File: config.mk
export PLATFORM = sky130hd
export DESIGN_NAME = barrel_shifter_pipe_flat
export DESIGN_NICKNAME = d
export VERILOG_FILES = /design/src/rtl/barrel_shifter_pipe_pkg.sv /design/src/rtl/barrel_shifter_pipe_if.sv /design/src/rtl/barrel_shifter_pipe_stage.sv /design/src/rtl/barrel_shifter_pipe.sv /design/src/flat_wrapper.sv
export SDC_FILE = /design/constraint.sdc
export NUM_CORES = 1
export LEC_CHECK = 0
export CORE_MARGIN = 1.5
export CORE_UTILIZATION = 57
export DETAILED_ROUTE_END_ITERATION = 8
export DONT_BUFFER_PORTS = 1
export PLACE_DENSITY = 0.76
export REMOVE_ABC_BUFFERS = 1
export SLEW_MARGIN = 20
export SYNTH_ARGS = -nofsm -noshare
export SYNTH_HDL_FRONTEND = slang
export SYNTH_SLANG_ARGS = --single-unit
File: constraint.sdc
create_clock -name clk_i -period 8 [get_ports clk_i]
set_input_delay 1.6 -clock clk_i [delete_from_list [all_inputs] [get_ports clk_i]]
set_output_delay 1.6 -clock clk_i [all_outputs]
set_load 0.01 [all_outputs]
File: src/rtl/barrel_shifter_pipe_pkg.sv
// Shared definitions for the pipelined barrel shifter.
// Provides the operation encodings, the legality check and the control
// fields that travel with every pipeline stage.
package shifter_pkg;

    localparam int unsigned MODE_W = 3;

    // Operation encodings; 101..111 are illegal and pass data through unshifted
    typedef enum logic [MODE_W-1:0] {
        MODE_SLL = 3'b000,
        MODE_SRL = 3'b001,
        MODE_SRA = 3'b010,
        MODE_ROL = 3'b011,
        MODE_ROR = 3'b100
    } mode_e;

    // Width-independent part of a stage payload; the data/amount/tag fields
    // depend on module parameters and are wrapped around this in the top
    typedef struct packed {
        logic              valid;
        logic [MODE_W-1:0] mode;
    } stage_ctl_t;

    function automatic logic is_legal_mode(input logic [MODE_W-1:0] mode);
        return mode <= MODE_ROR;
    endfunction

endpackage

File: src/rtl/barrel_shifter_pipe_if.sv
// Operation/result bus of the pipelined barrel shifter.
// master: operand source and result sink (drives valid_i, data_i, s_i, mode_i,
//         tag_i, ready_i; observes ready_o, valid_o, o_y, tag_o, zero_o, err_o)
// slave:  the shifter itself (the mirror image)
interface barrel_shifter_pipe_if
    import shifter_pkg::*;
#(
    parameter int unsigned WIDTH = 32,
    parameter int unsigned TAG_W = 4
);
    localparam int unsigned SHW = $clog2(WIDTH);

    logic              valid_i;
    logic              ready_o;
    logic [WIDTH-1:0]  data_i;
    logic [SHW-1:0]    s_i;
    logic [MODE_W-1:0] mode_i;
    logic [TAG_W-1:0]  tag_i;
    logic              valid_o;
    logic              ready_i;
    logic [WIDTH-1:0]  o_y;
    logic [TAG_W-1:0]  tag_o;
    logic              zero_o;
    logic              err_o;

    modport master (
        output valid_i, data_i, s_i, mode_i, tag_i, ready_i,
        input  ready_o, valid_o, o_y, tag_o, zero_o, err_o
    );

    modport slave (
        input  valid_i, data_i, s_i, mode_i, tag_i, ready_i,
        output ready_o, valid_o, o_y, tag_o, zero_o, err_o
    );

endinterface

File: src/rtl/barrel_shifter_pipe_stage.sv
// One combinational barrel-shifter stage: moves the operand by a fixed
// SHIFT positions in the direction selected by mode when shift_en is set.
// data     in   WIDTH   operand
// shift_en in   1       apply this stage's shift
// mode     in   MODE_W  operation; illegal encodings leave the operand untouched
// result   out  WIDTH   shifted operand
module barrel_shift_stage
    import shifter_pkg::*;
#(
    parameter int unsigned WIDTH = 32,
    parameter int unsigned SHIFT = 1
) (
    input  logic [WIDTH-1:0]  data,
    input  logic              shift_en,
    input  logic [MODE_W-1:0] mode,
    output logic [WIDTH-1:0]  result
);

    logic [WIDTH-1:0] sra;

    // Arithmetic right shift replicates the operand's sign bit
    assign sra = WIDTH'($signed(data) >>> SHIFT);

    always_comb begin
        result = data;
        if (shift_en) begin
            case (mode)
                MODE_SLL: result = data << SHIFT;
                MODE_SRL: result = data >> SHIFT;
                MODE_SRA: result = sra;
                MODE_ROL: result = (data << SHIFT) | (data >> (WIDTH - SHIFT));
                MODE_ROR: result = (data >> SHIFT) | (data << (WIDTH - SHIFT));
                default:  result = data;
            endcase
        end
    end

endmodule

File: src/rtl/barrel_shifter_pipe.sv
// Pipelined multi-mode barrel shifter (SLL/SRL/SRA/ROL/ROR) with valid/ready
// backpressure and a pass-through tag. Stage k shifts by 2^k when amount bit k
// is set and registers the result; SHW stages, one operation per cycle.
// clk_i  in  clock, rising edge
// rst_i  in  asynchronous active-high reset, discards everything in flight
// bus    slave modport: valid_i/ready_o/data_i/s_i/mode_i/tag_i in,
//        valid_o/ready_i/o_y/tag_o/zero_o/err_o out
module barrel_shifter_pipe
    import shifter_pkg::*;
#(
    parameter int unsigned WIDTH = 32,
    parameter int unsigned TAG_W = 4
) (
    input  logic                 clk_i,
    input  logic                 rst_i,
    barrel_shifter_pipe_if.slave bus
);

    localparam int unsigned SHW = $clog2(WIDTH);

    typedef struct packed {
        logic [WIDTH-1:0] data;
        logic [SHW-1:0]   s;
        logic [TAG_W-1:0] tag;
        stage_ctl_t       ctl;
    } stage_t;

    stage_t stage_d [SHW];
    stage_t stage_q [SHW];
    logic   zero_q;
    logic   err_q;
    logic   adv;

    // Whole pipeline moves in lockstep; it only stalls when a result is
    // waiting at the output and downstream refuses it
    assign adv         = !stage_q[SHW-1].ctl.valid || bus.ready_i;
    assign bus.ready_o = adv;

    // Shift stages; bubbles travel through exactly like valid entries
    for (genvar k = 0; k < SHW; k++) begin : g_stage
        stage_t           src;
        logic [WIDTH-1:0] shifted;

        if (k == 0) begin : g_in
            assign src = '{data: bus.data_i, s: bus.s_i, tag: bus.tag_i,
                           ctl: '{valid: bus.valid_i, mode: bus.mode_i}};
        end else begin : g_mid
            assign src = stage_q[k-1];
        end

        barrel_shift_stage #(
            .WIDTH (WIDTH),
            .SHIFT (1 << k)
        ) u_shift (
            .data     (src.data),
            .shift_en (src.s[k]),
            .mode     (src.ctl.mode),
            .result   (shifted)
        );

        assign stage_d[k] = '{data: shifted, s: src.s, tag: src.tag, ctl: src.ctl};
    end

    // Pipeline registers; zero/err flags are captured alongside the final stage
    always_ff @(posedge clk_i or posedge rst_i) begin
        if (rst_i) begin
            for (int k = 0; k < SHW; k++) begin
                stage_q[k] <= '0;
            end
            zero_q <= 1'b0;
            err_q  <= 1'b0;
        end else if (adv) begin
            for (int k = 0; k < SHW; k++) begin
                stage_q[k] <= stage_d[k];
            end
            zero_q <= (stage_d[SHW-1].data == '0);
            err_q  <= !is_legal_mode(stage_d[SHW-1].ctl.mode);
        end
    end

    assign bus.valid_o = stage_q[SHW-1].ctl.valid;
    assign bus.o_y     = stage_q[SHW-1].data;
    assign bus.tag_o   = stage_q[SHW-1].tag;
    assign bus.zero_o  = zero_q;
    assign bus.err_o   = err_q;

endmodule

File: src/flat_wrapper.sv
// flat-port wrapper written by rule: the top's interface ports become plain ports
module barrel_shifter_pipe_flat import shifter_pkg::*;
#(
    parameter int unsigned WIDTH = 32,
    parameter int unsigned TAG_W = 4
)
  (clk_i, rst_i, bus_valid_i, bus_data_i, bus_s_i, bus_mode_i, bus_tag_i, bus_ready_i, bus_ready_o, bus_valid_o, bus_o_y, bus_tag_o, bus_zero_o, bus_err_o);
  barrel_shifter_pipe_if #(.WIDTH(WIDTH), .TAG_W(TAG_W)) bus_i ();
  input  logic clk_i;
  input  logic rst_i;
  input wire logic [$bits(bus_i.valid_i)-1:0] bus_valid_i;
  input wire logic [$bits(bus_i.data_i)-1:0] bus_data_i;
  input wire logic [$bits(bus_i.s_i)-1:0] bus_s_i;
  input wire logic [$bits(bus_i.mode_i)-1:0] bus_mode_i;
  input wire logic [$bits(bus_i.tag_i)-1:0] bus_tag_i;
  input wire logic [$bits(bus_i.ready_i)-1:0] bus_ready_i;
  output wire logic [$bits(bus_i.ready_o)-1:0] bus_ready_o;
  output wire logic [$bits(bus_i.valid_o)-1:0] bus_valid_o;
  output wire logic [$bits(bus_i.o_y)-1:0] bus_o_y;
  output wire logic [$bits(bus_i.tag_o)-1:0] bus_tag_o;
  output wire logic [$bits(bus_i.zero_o)-1:0] bus_zero_o;
  output wire logic [$bits(bus_i.err_o)-1:0] bus_err_o;
  assign bus_i.valid_i = bus_valid_i;
  assign bus_i.data_i = bus_data_i;
  assign bus_i.s_i = bus_s_i;
  assign bus_i.mode_i = bus_mode_i;
  assign bus_i.tag_i = bus_tag_i;
  assign bus_i.ready_i = bus_ready_i;
  assign bus_ready_o = bus_i.ready_o;
  assign bus_valid_o = bus_i.valid_o;
  assign bus_o_y = bus_i.o_y;
  assign bus_tag_o = bus_i.tag_o;
  assign bus_zero_o = bus_i.zero_o;
  assign bus_err_o = bus_i.err_o;
  barrel_shifter_pipe #(.WIDTH(WIDTH), .TAG_W(TAG_W)) u_core (.clk_i(clk_i), .rst_i(rst_i), .bus(bus_i));
endmodule
==> impl_results.md <==
- Via-to-Cell Ratio: 6.076
- Pwr Density: 451.5 mW/mm^2
- Multi-input combinational cell area: 0.005523 sq mm
- Mapped Area: 0.01122 sq mm
- DIE AREA: 0.02054 sq mm
- Setup violations, final: 0
- Psw: 0.002371 W
- Post-synth top cells: 358 x nand2_1, 284 x o21ai_0, 209 x dfrtp_1
- Worst-Skew Late Latency: 0.52 ns
- DRC Markers: 0
- Distinct cells, synth: 59
- Die height: 143.3 um
- GPL Wtd Cong: 0.9244
- Initial antenna violation count: 0
- Final nets: 1314
- Iter 0 DRT Violations: 538
- Share of power burned in registers: 41.7%
- Top cell type's share of synthesized area: 46.60%
- Ys Warns: 0
- Worst Path Max Fanout: 84
- Hold slack final: 0.4585 ns
- Main synth FF type: dfrtp_1
- Status: finished clean
- CTS resizes: 0
- Layout Area Growth over Synthesis: 6.354%
- Flop and latch count out of synthesis: 209
- IO buf count: 0
- CP endpoint kind: primary output
- Avg Synthesized Cell Area: 8.320 sq um
- Syn Inst Count: 1349
- Internal: 0.003018 W
- Data arrival time of the critical path: 2.48 ns
- Core ar.: 0.01940 sq mm
- Clock Path Buffers: 3
- Worst-Margin Slew: 1.104 ns
- CTS root buf: clkbuf_16
- HPWL after DPL: 17.29 mm
- Slew headroom: 26.39%
- Setup bufs post-CTS: 0
- Hold buffer count at CTS: 0
- Grt peak-use layer: met2
- GRT met2 Usage: 42.51%
- CTS tree: built
- Dpl cell area: 0.01116 sq mm
- Post-Route Skew: 0.01132 ns
- CTS clk-pin slew, worst paths: 0.06 ns
- Pleak: 4.862 nW
- RSZ-0062 raised after global routing: no
- GRT overflow: 0
- Critical Path RT: 6.40 ns
- Final Cell Area: 0.01194 sq mm
- Row count: 51
- Total track usage: 25.25%
- CP startpoint kind: input pin
- Worst hold path type: flop to flop
- GR Util met1: 32.24%
- N_diodes: 0
- FF/Latch Area: 0.005230 sq mm
- Net Sw Frac: 44.00%
- Top-count cell post-synth: nand2_1
- Overall routed net length: 25.73 mm
- Comb power frac: 39.6%
- M3 GR Usage: 4.032%
- Largest net degree at the start of global routing: 255
- Pins Over Slew Limit: 0
- Vias in the first global route: 8494
- Share of layout cells above drive strength 1: 5.538%
- H-tree levels: 1
- Die width: 143.3 um
- Vias: 9400
- VDD IR max: 203.3 uV
- Synth area leader: dfrtp_1
- CTS sink count: 209
- First-pass GRT wire length: 42.39 mm
- Total CTS buffers: 23
- DRT antenna net count: 0
- EDFF count, synth: 0
- Number of max-cap violations: 0
- Clk pwr share: 18.7%
- Initial Util: 57.86%
- Period utilization: 51.00%
- FMAX: 245.1 MHz
- I/O pin total: 88
- WL/cell: 16.63 um
- Fin crit period: 4.080 ns
- CP Class: input pin to primary output
- DR pass1 iterations: 5
- Final hold vios: 0
- Largest cells by area after synthesis: dfrtp_1 47%, o21ai_0 13%, nand2_1 12%
- FILL cells: 1761
- Asr flop ratio synth: 100.0%
- Sequential element share of the synthesized area: 46.60%
## critical path, cell delays in order
cell and delay, ns:
nor2b_4 0.07, buf_4 0.60, inv_2 0.13
## state kept, by name (all words and copies together), names as in the netlist
name and flops:
u_core.bus.zero_o 1, u_core.bus.err_o 1, u_core.bus.valid_o 1, u_core.bus.o_y 32, u_core.bus.tag_o 4, u_core.g_stage.src 170
## cell type report
| type | instances | share of cell area [%] |
|---|---|---|
| Multi-Input combinational cell | 1015 | 46.27 |
| Timing Repair Buffer | 8 | 0.7757 |
| Clock inverter | 8 | 0.6289 |
| Inverter | 9 | 0.3459 |
| Sequential cell | 209 | 43.82 |
| Tap cell | 265 | 2.778 |
| Clock buffer | 33 | 5.388 |
## cell usage in the layout (no fill, tap or decap), drive strengths merged, types with 2 or more instances in the layout
cell type,synthesis,layout
a21o,2,2
xnor2,3,3
maj3,4,4
inv,9,11
nand2b,3,3
o32ai,2,2
clkbuf,82,33
o2bb2ai,13,13
a21oi,29,29
nor3b,2,2
nor2,67,67
o22ai,19,19
nand2,358,358
o21a,2,2
dfrtp,209,209
buf,34,8
o211ai,17,17
o31ai,6,6
a22oi,69,69
nor3,4,4
clkinv,0,5
nor4,4,4
a32o,3,3
a21boi,4,4
or2,5,5
a21bo,4,4
nand3,3,3
and4bb,2,2
mux2i,17,17
mux2,8,8
a221o,43,43
or4,2,2
and2,4,4
nor2b,5,5
a221oi,8,8
o21ai,290,290
## kinds of logic after synthesis
group / synth area share (%)
xor+xnor: 0.4795
mux: 2.319
fa+ha+maj: 0.3568
flops: 46.60
simple gates: 16.59
compound gates: 28.90
buf+inv: 4.760
## final timing paths
kind / startpoint / end / slack [ns] / cells after the start
setup reg to reg: u_core.g_stage[4].src[2] / u_core.bus.zero_o / 5.31 / 6
hold reg to reg: u_core.g_stage[4].src[3] / u_core.g_stage[4].src[3] / 0.46 / 2
hold / removal: u_core.g_stage[4].src[3] / u_core.g_stage[4].src[3] / 0.46 / 2
max in group asynchronous: rst_i / u_core.g_stage[3].src[5] / 5.48 / 2
setup / recovery: bus_ready_i / bus_ready_o / 3.92 / 3
min in group asynchronous: rst_i / u_core.g_stage[3].src[33] / 1.08 / 1
## per-stage QoR
| stage | setup WS (ns) | util (%) | cells | total power, W | TNS, ns |
|---|---|---|---|---|---|
| finish | 3.920 | 61.53 | 1547 | 0.005389 | 0 |
| global route | 3.867 | 61.53 | 1547 | 0.005834 | 0 |
| CTS | 3.950 | 61.26 | 1546 | 0.005367 | 0 |
| detailed placement | 3.953 | 57.55 | 1505 | 0.004346 | 0 |
| global placement | 3.947 | 57.55 | 1505 | 0.004250 | 0 |
| floorplan | -10.53 | - | 1233 | 0.003815 | -1304.51 |
## per-layer routing
layer / routed length [um] / part of all wire, % / vias up
met4: 1195 / 4.6 / 0
met3: 1410 / 5.5 / 80
met1: 11150 / 43 / 4352
met5: 0 / 0 / -
li1: - / - / 4645
met2: 11980 / 47 / 323
## power by group through the flow
stage	Sequential (W)	Clock, W	Combinational (W)
floorplan	0.00203	0	0.00178
global placement	0.00222	0	0.00203
detailed placement	0.00225	0	0.00210
CTS	0.00223	0.00103	0.00211
global route	0.00232	0.00107	0.00244
finish	0.00225	0.00101	0.00213
Power figures use the tool's default switching activity.
